$ cat src/rtl/fir_stimulus_gen.sv
// Test-waveform source for the FIR input: zero, square, triangle or impulse trains
// with per-period shadowed configuration so every period seen downstream is clean.
module fir_stimulus_gen #(
    parameter int DATA_W = 16,
    parameter int CNT_W  = 8
) (
    input  logic                     clk,
    input  logic                     reset,
    input  logic                     enable,
    input  logic [1:0]               mode,
    input  logic [CNT_W-1:0]         high_cycles,
    input  logic [CNT_W-1:0]         low_cycles,
    input  logic [DATA_W-2:0]        amplitude,
    input  logic [DATA_W-2:0]        tri_step,
    output logic signed [DATA_W-1:0] sample_out,
    output logic                     phase,
    output logic                     period_start
);

    localparam logic [1:0] ST_IDLE = 2'd0;
    localparam logic [1:0] ST_LOW  = 2'd1;
    localparam logic [1:0] ST_HIGH = 2'd2;

    localparam logic [1:0] MODE_ZERO     = 2'd0;
    localparam logic [1:0] MODE_SQUARE   = 2'd1;
    localparam logic [1:0] MODE_TRIANGLE = 2'd2;
    localparam logic [1:0] MODE_IMPULSE  = 2'd3;

    logic [1:0]               state, state_nxt;
    logic [CNT_W-1:0]         count, count_nxt;
    logic signed [DATA_W-1:0] sample_nxt;
    logic                     period_start_nxt;
    logic                     load_shadow;

    logic [1:0]               sh_mode;
    logic [CNT_W-1:0]         sh_high;
    logic [CNT_W-1:0]         sh_low;
    logic [DATA_W-2:0]        sh_amp;
    logic [DATA_W-2:0]        sh_step;

    logic                     low_last, high_last;
    logic signed [DATA_W-1:0] amp_level;
    logic signed [DATA_W-1:0] low_value;
    logic signed [DATA_W-1:0] high_entry_value;
    logic signed [DATA_W-1:0] high_cont_value;

    // A programmed length of zero behaves as a one-cycle phase.
    function automatic logic [CNT_W-1:0] last_count(input logic [CNT_W-1:0] n);
        if (n == '0) begin
            return '0;
        end
        return n - CNT_W'(1);
    endfunction

    // Triangle rise: one bit of headroom so the sum can never wrap before clamping.
    function automatic logic signed [DATA_W-1:0] sat_add(
        input logic signed [DATA_W-1:0] prev,
        input logic [DATA_W-2:0]        step,
        input logic [DATA_W-2:0]        peak
    );
        logic signed [DATA_W:0] sum;
        logic signed [DATA_W:0] lim;
        sum = $signed({prev[DATA_W-1], prev}) + $signed({2'b00, step});
        lim = $signed({2'b00, peak});
        if (sum > lim) begin
            return $signed(lim[DATA_W-1:0]);
        end
        return $signed(sum[DATA_W-1:0]);
    endfunction

    function automatic logic signed [DATA_W-1:0] sat_sub(
        input logic signed [DATA_W-1:0] prev,
        input logic [DATA_W-2:0]        step
    );
        logic signed [DATA_W:0] diff;
        diff = $signed({prev[DATA_W-1], prev}) - $signed({2'b00, step});
        if (diff[DATA_W]) begin
            return '0;
        end
        return $signed(diff[DATA_W-1:0]);
    endfunction

    assign low_last  = (count == last_count(sh_low));
    assign high_last = (count == last_count(sh_high));
    assign amp_level = $signed({1'b0, sh_amp});

    // Sample values for the cycle being entered, all derived from shadowed config.
    always_comb begin
        low_value        = '0;
        high_entry_value = '0;
        high_cont_value  = '0;
        case (sh_mode)
            MODE_ZERO: begin
                low_value        = '0;
                high_entry_value = '0;
                high_cont_value  = '0;
            end
            MODE_SQUARE: begin
                high_entry_value = amp_level;
                high_cont_value  = amp_level;
            end
            MODE_TRIANGLE: begin
                low_value        = sat_sub(sample_out, sh_step);
                high_entry_value = sat_add(sample_out, sh_step, sh_amp);
                high_cont_value  = sat_add(sample_out, sh_step, sh_amp);
            end
            MODE_IMPULSE: begin
                high_entry_value = amp_level;
            end
            default: begin
                low_value = '0;
            end
        endcase
    end

    always_comb begin
        state_nxt        = state;
        count_nxt        = count;
        sample_nxt       = sample_out;
        period_start_nxt = 1'b0;
        load_shadow      = 1'b0;
        case (state)
            ST_IDLE: begin
                load_shadow = 1'b1;
                sample_nxt  = '0;
                count_nxt   = '0;
                if (enable) begin
                    state_nxt        = ST_LOW;
                    period_start_nxt = 1'b1;
                end
            end
            ST_LOW: begin
                if (!enable) begin
                    state_nxt  = ST_IDLE;
                    count_nxt  = '0;
                    sample_nxt = '0;
                end else if (low_last) begin
                    state_nxt  = ST_HIGH;
                    count_nxt  = '0;
                    sample_nxt = high_entry_value;
                end else begin
                    count_nxt  = count + CNT_W'(1);
                    sample_nxt = low_value;
                end
            end
            ST_HIGH: begin
                if (!enable) begin
                    state_nxt  = ST_IDLE;
                    count_nxt  = '0;
                    sample_nxt = '0;
                end else if (high_last) begin
                    state_nxt        = ST_LOW;
                    count_nxt        = '0;
                    sample_nxt       = low_value;
                    period_start_nxt = 1'b1;
                    load_shadow      = 1'b1;
                end else begin
                    count_nxt  = count + CNT_W'(1);
                    sample_nxt = high_cont_value;
                end
            end
            default: begin
                state_nxt  = ST_IDLE;
                count_nxt  = '0;
                sample_nxt = '0;
            end
        endcase
    end

    // Register boundary: every output comes straight from a flop.
    always_ff @(posedge clk or posedge reset) begin
        if (reset) begin
            state        <= ST_IDLE;
            count        <= '0;
            sample_out   <= '0;
            phase        <= 1'b0;
            period_start <= 1'b0;
            sh_mode      <= '0;
            sh_high      <= '0;
            sh_low       <= '0;
            sh_amp       <= '0;
            sh_step      <= '0;
        end else begin
            state        <= state_nxt;
            count        <= count_nxt;
            sample_out   <= sample_nxt;
            phase        <= (state_nxt == ST_HIGH);
            period_start <= period_start_nxt;
            if (load_shadow) begin
                sh_mode <= mode;
                sh_high <= high_cycles;
                sh_low  <= low_cycles;
                sh_amp  <= amplitude;
                sh_step <= tri_step;
            end
        end
    end

endmodule
$ cat config.mk
export PLATFORM = sky130hd
export DESIGN_NAME = fir_stimulus_gen
export DESIGN_NICKNAME = d
export VERILOG_FILES = /design/src/rtl/fir_stimulus_gen.sv
export SDC_FILE = /design/constraint.sdc
export NUM_CORES = 1
export LEC_CHECK = 0
export CAP_MARGIN = 40
export CORE_MARGIN = 5
export CORE_UTILIZATION = 48
export DETAILED_ROUTE_END_ITERATION = 16
export PLACE_DENSITY_LB_ADDON = 0.25
export SYNTH_ARGS = -nofsm -noshare
export SYNTH_HDL_FRONTEND = slang
export SYNTH_SLANG_ARGS = --single-unit
export TNS_END_PERCENT = 1
$ cat constraint.sdc
create_clock -name clk -period 4.7 [get_ports clk]
set_input_delay 0.47 -clock clk [delete_from_list [all_inputs] [get_ports clk]]
set_output_delay 0.47 -clock clk [all_outputs]
set_load 0.02 [all_outputs]
==> results of run 1 <==
power by group through the flow:
| stage | Clock, mW | Combinational [mW] | Sequential (mW) |
|---|---|---|---|
| 4_1_cts | 0.705 | 2.00 | 1.13 |
| 6_report | 0.691 | 2.03 | 1.14 |
| 3_3_place_gp | 0 | 1.94 | 1.13 |
| 2_1_floorplan | 0 | 1.60 | 1.02 |
| 3_5_place_dp | 0 | 1.98 | 1.14 |
| 5_1_grt | 0.728 | 2.26 | 1.17 |
layout make-up:
cell class | instances | share of cell area
Tap cell | 176 | 0.0291
Inverter | 65 | 0.0322
Multi-Input combinational cell | 529 | 0.549
Timing Repair Buffer | 76 | 0.101
Clock buffer | 9 | 0.0297
Clock inverter | 7 | 0.00793
Sequential cell | 76 | 0.251
cell usage after synthesis, types with 17 or more instances:
| library cell | instances |
|---|---|
| a21oi_1 | 39 |
| clkbuf_1 | 19 |
| dfrtp_1 | 76 |
| ha_1 | 55 |
| inv_1 | 65 |
| mux2_2 | 31 |
| mux2_4 | 20 |
| nand2_1 | 33 |
| nand3_1 | 25 |
| nor2_1 | 61 |
| nor3_1 | 21 |
| o21ai_0 | 17 |
| xnor2_1 | 26 |
final timing paths:
| path | startpoint | to | slack, ps | cells after the start |
|---|---|---|---|---|
| setup / recovery | sample_out[0] | sample_out[14] | 290 | 21 |
| hold / removal | reset | sample_out[1] | 460 | 2 |
| setup reg to reg | sample_out[0] | sample_out[14] | 290 | 21 |
| hold reg to reg | sh_step[10] | sh_step[10] | 540 | 1 |
| max in group asynchronous | reset | state[0] | 3270 | 4 |
| min in group clk | sh_step[10] | sh_step[10] | 540 | 1 |
cells by family (layout without fill, tap and decap cells):
logic type | count (synthesis) | after routing | share of synthesized area
compound gates | 168 | 168 | 0.196
xor+xnor | 41 | 41 | 0.0562
fa+ha+maj | 57 | 57 | 0.114
buf+inv | 93 | 157 | 0.0593
flops | 76 | 76 | 0.298
mux | 55 | 55 | 0.108
simple gates | 208 | 208 | 0.170
registers in the layout (all words and copies together), names as in the netlist, 2 cells and up:
register / flops
sample_out: 16
sh_amp: 15
sh_step: 15
count: 8
sh_high: 8
sh_low: 8
sh_mode: 2
state: 2
through the flow:
step                      setup TNS (ps)  hold WS, ps
final                                  0          458
after global routing               -85.5          505
after CTS                              0          474
after detailed placement               0          525
after global placement                 0          520
after floorplan                        0          496
worst max-delay path: cells and delay by family (launching register included):
family          cells  cell delay (ps)
buf+inv             3              440
flops               1              420
xor+xnor            1              180
simple gates        2              140
fa+ha+maj           3              750
compound gates     12             2360
layer usage:
metal	wire length, um	track usage
met3	931	0.0469
met5	0	0
met1	7560	0.280
met4	430	0.0759
met2	8830	0.396
repair_timing:
action	in CTS	in global routing
hold buffers	0	0
resized for setup	1	8
setup buffers	0	1
endpoints found under the setup margin	2	15
pin swaps	0	2
==> flow_metrics.tcl, run 1 <==
set metrics [dict create \
    critPathSlowestCell "a2111oi_1" \
    gr-total-overflow 0 \
    grt_pass1_wl_um 29100 \
    nets 865 \
    design_area_mm2 0.00757 \
    drv_slew 0 \
    placed_cell_area_mm2 0.00723 \
    cts-root-buf "clkbuf_16" \
    ir_drop_mv 0.269 \
    period_share 0.939 \
    clock.fmax_mhz 227 \
    yosys_warnings 0 \
    track_usage 0.227 \
    dieArea_mm2 0.0157 \
    seqPwrFrac 0.295 \
    crit_top_cell "a21oi_1" \
    drc 0 \
    utilization 0.576 \
    critPathMaxStageDelay_ps 520 \
    dpl.cell_count 921 \
    skew_ps 10.4 \
    io_pins 69 \
    cp_cell_sequence "ha_1 -> inv_1 -> fa_1 -> o21bai_1 -> a2111oi_1 -> o31ai_1 -> buf_4 -> a21o_1 -> a21oi_1 -> xnor2_1 -> ha_1 -> a21oi_1 -> nor2b_1 -> o21ai_0 -> a21oi_1 -> a211oi_2 -> o22a_2 -> o31ai_4 -> buf_12 -> a222oi_1 -> nor2_1" \
    clock-sinks 76 \
    synth_ff_type "dfrtp_1" \
    die_w_um 125 \
    grt_start_max_net_pins 30 \
    arrival_ps 4630 \
    synth_top_area_share 0.298 \
    finalHoldViolations 0 \
    ys_ff_latch 76 \
    cts.path.max_buffers 2 \
    drt-vias-per-instance 5.88 \
    worstMarginPinSlew_ps 854 \
    finalNonFillerCells 938 \
    hold_class "in2async" \
    routabilityCongestion 0.930 \
    p_int_mw 2.13 \
    comb_power_share 0.526 \
    dpl_worst_slack_ps 43.1 \
    clk_pin_slew_worst_paths_ps 70 \
    synth_seq_area_share 0.298 \
    clkLatencyLatePin_ps 360 \
    area_growth_pct 18.5 \
    placementRows 42 \
    synth_area_per_cell_um2 9.16 \
    dp_hpwl_um 13500 \
    cts_buffers 9 \
    netlist_area_mm2 0.00639 \
    numPortBuffers 68 \
    syn-num-nets 806 \
    ant_nets 0 \
    cts_max_level 3 \
    fin_ws_ps 288 \
    start_kind "flop" \
    multiInputGateArea_mm2 0.00416 \
    yosysTopAreaCell "dfrtp_1" \
    synth.area.top_cells "dfrtp_1 (30%), ha_1 (11%), mux2_2 (5.5%), mux2_4 (4.7%), inv_1 (3.8%)" \
    vias 5519 \
    fp.coreArea_mm2 0.0131 \
    crit_type "reg2reg" \
    p_leak_nw 3.28 \
    p_sw_mw 1.74 \
    synth.distinct_cells 79 \
    synth_edf_count 0 \
    diodes 0 \
    slew_headroom 0.431 \
    firstDrtPassIters 5 \
    period_minus_slack_ps 4410 \
    synthArstFlopShare 1.00 \
    cp-end-kind "flop" \
    die_y_um 125 \
    avgRoutedWirePerCell_um 18.9 \
    clkPwrFrac 0.179 \
    required_ps 4920 \
    cp_max_fo 10 \
    total_power_mw 3.86 \
    antenna_found_initial 0 \
    layout.cells.most_common "dfrtp_1" \
    register_area_mm2 0.00190 \
    nFillCells 1180 \
    drive_above_1_share 0.134 \
    p_sw_frac 0.450 \
    layout_common_cells "dfrtp_1 (76), clkdlybuf4s50_1 (68), inv_1 (64)" \
    drt_iter0_drc 452 \
    start_util 0.487 \
    grt_pass1_vias 5626 \
    wl_um 17800 \
    cts_tree "done" \
    powerDensity_mw_per_mm2 510 \
    syn_inst 698 \
    status "completed" \
    finalSetupViolations 0 \
    cap_violations 0 \
]
Note: power is estimated with default switching activity, not from simulation.
==> inputs of run 2 (changes only) <==
==> constraint.sdc (replaced) <==
create_clock -name clk -period 4.92 [get_ports clk]
set_input_delay 0.492 -clock clk [delete_from_list [all_inputs] [get_ports clk]]
set_output_delay 0.492 -clock clk [all_outputs]
set_load 0.02 [all_outputs]
==> run 2 against run 1 <==
  * Clock-buffer cell count did not move
  * Worst setup slack improved by 97 ps
  * Flip-flop and latch count did not move
  * Utilization rose by 0.095 points
  * Global-route usage fell by 0.45 points
  * Clock power rose by 5.5%
  * Die area did not move
  * Register-to-register slack improved by 97 ps
  * Clock skew fell by 2.4 ps
  * Critical path depth fell by 3
  * Sequential share of layout area barely moved
  * Critical endpoint is now sample_out[11]
  * Highest routed layer unchanged
==> flow_metrics.tcl, run 2 (same netlist as run 1, synthesis figures left out) <==
set metrics [dict create \
    antenna_found_initial 0 \
    top_register "sample_out" \
    vias 5519 \
    grt_setup_unrepaired "false" \
    track_usage 0.222 \
    layout.cells.most_common "dfrtp_1" \
    nFillCells 1191 \
    dieArea_mm2 0.0157 \
    largest_register_ffs 16 \
    cp-end-kind "flop" \
    multiInputGateArea_mm2 0.00414 \
    crit_family "compound AO/OA/AOI/OAI gates" \
    holdWs_ps 534 \
    start_kind "flop" \
    diodes 0 \
    crit_type "reg2reg" \
    die_w_um 125 \
    skew_ps 8.00 \
    cts_buffers 9 \
    postCtsSetupBuffers 0 \
    grt_start_max_net_pins 29 \
    placementRows 42 \
    clock-sinks 76 \
    period_minus_slack_ps 4530 \
    layout_common_cells "dfrtp_1 (76), clkdlybuf4s50_1 (68), inv_1 (64)" \
    clkLatencyLatePin_ps 350 \
    dp_hpwl_um 13500 \
    clk_pin_slew_worst_paths_ps 60 \
    grt_pass1_vias 5477 \
    hold_class "in2async" \
    slew_headroom 0.463 \
    cts.path.max_buffers 2 \
    drt-vias-per-instance 5.89 \
    routabilityCongestion 0.939 \
    arrival_ps 4810 \
    drc 0 \
    avgRoutedWirePerCell_um 18.5 \
    cap_violations 0 \
    required_ps 5190 \
    die_y_um 125 \
    clock.fmax_mhz 221 \
    cts_hold_buf 0 \
    numPortBuffers 68 \
    critPathMaxStageDelay_ps 500 \
    crit_buf_inv 1 \
    wl_um 17400 \
    worstMarginPinSlew_ps 806 \
    powerDensity_mw_per_mm2 493 \
    drt_iter0_drc 380 \
    grt_pass1_wl_um 28400 \
    area_growth_pct 18.7 \
    register_area_mm2 0.00190 \
    critPathSlowestCell "o22ai_1" \
    cts_max_level 3 \
    tns_ps 0 \
    cp_cell_sequence "inv_1 -> ha_1 -> nand2b_1 -> a221oi_2 -> o31ai_1 -> o21ai_0 -> a21oi_1 -> o21bai_1 -> mux2_2 -> or2_2 -> ha_1 -> nand2_1 -> nor2_1 -> a211oi_1 -> o22ai_1 -> nand2_1 -> o311a_1 -> o211ai_1" \
    gr-total-overflow 0 \
    fp.coreArea_mm2 0.0131 \
    start_util 0.487 \
    status "completed" \
    nets 864 \
    finalSetupViolations 0 \
    drv_slew 0 \
    cp_max_fo 6 \
    finalHoldViolations 0 \
    ant_nets 0 \
    p_leak_nw 3.30 \
    cts-root-buf "clkbuf_16" \
    cts_resized 0 \
    cts_tree "done" \
    drive_above_1_share 0.126 \
    io_pins 69 \
    firstDrtPassIters 7 \
    ir_drop_mv 0.294 \
    top_regs "sample_out x16, sh_amp x15, sh_step x15" \
    period_share 0.922 \
]
run 2: cell types whose count changed in the layout (fill, tap and decap cells not counted), sizes merged:
cell / previous run / this run
inv: 68 / 67
clkinv: 1 / 2
clkinvlp: 3 / 1
bufinv: 0 / 2
buf: 8 / 7
run 2: cell type report:
| cell class | instances | share of cell area |
|---|---|---|
| clock inverters | 7 | 0.0130 |
| clock buffers | 9 | 0.0297 |
| flip-flops and latches | 76 | 0.251 |
| well taps | 176 | 0.0290 |
| inverters | 65 | 0.0322 |
| multi-input cells | 529 | 0.545 |
| repair buffers | 75 | 0.100 |
run 2: metrics by stage:
step                cell area, um^2  utilization  total power [mW]  cells  worst slack [ps]
floorplan                      6390            -              2.51    698               814
global placement               7210        0.549              2.93    919               420
detailed placement             7250        0.552              2.99    921               329
CTS                            7570        0.576              3.75    937               311
global route                   7590        0.577              4.02    937              32.3
finish                         7590        0.577              3.74    937               385
run 2: metal layers:
layer	global-route usage	routed length, um
met1	0.279	7540
met2	0.378	8590
met3	0.0439	864
met4	0.0848	359
met5	0	0
run 2: power breakdown:
group | leakage [nW] | switching (mW) | internal [mW]
registers | 0.947 | 0.269 | 0.815
clock network | 0.156 | 0.282 | 0.447
logic | 2.20 | 1.06 | 0.865
total | 3.30 | 1.61 | 2.13
run 2: worst register-to-register path, stage by stage (launching register included):
cell      delay, ps
dfrtp_1         400
inv_1           150
ha_1            260
nand2b_1        180
a221oi_2        310
o31ai_1         130
o21ai_0         140
a21oi_1         150
o21bai_1        170
mux2_2          350
or2_2           310
ha_1            290
nand2_1          60
nor2_1          120
a211oi_1        110
o22ai_1         500
nand2_1         300
o311a_1         360
o211ai_1        170
run 2: path summary, 6_finish.rpt:
kind	start	end	depth (start not counted)	slack, ps
setup / recovery	sh_step[1]	sample_out[11]	18	390
max in group asynchronous	reset	sh_step[7]	3	3600
min in group clk	sh_amp[2]	sh_amp[2]	1	540
hold / removal	reset	sh_high[5]	2	530
hold reg to reg	sh_amp[2]	sh_amp[2]	1	540
setup reg to reg	sh_step[1]	sample_out[11]	18	390
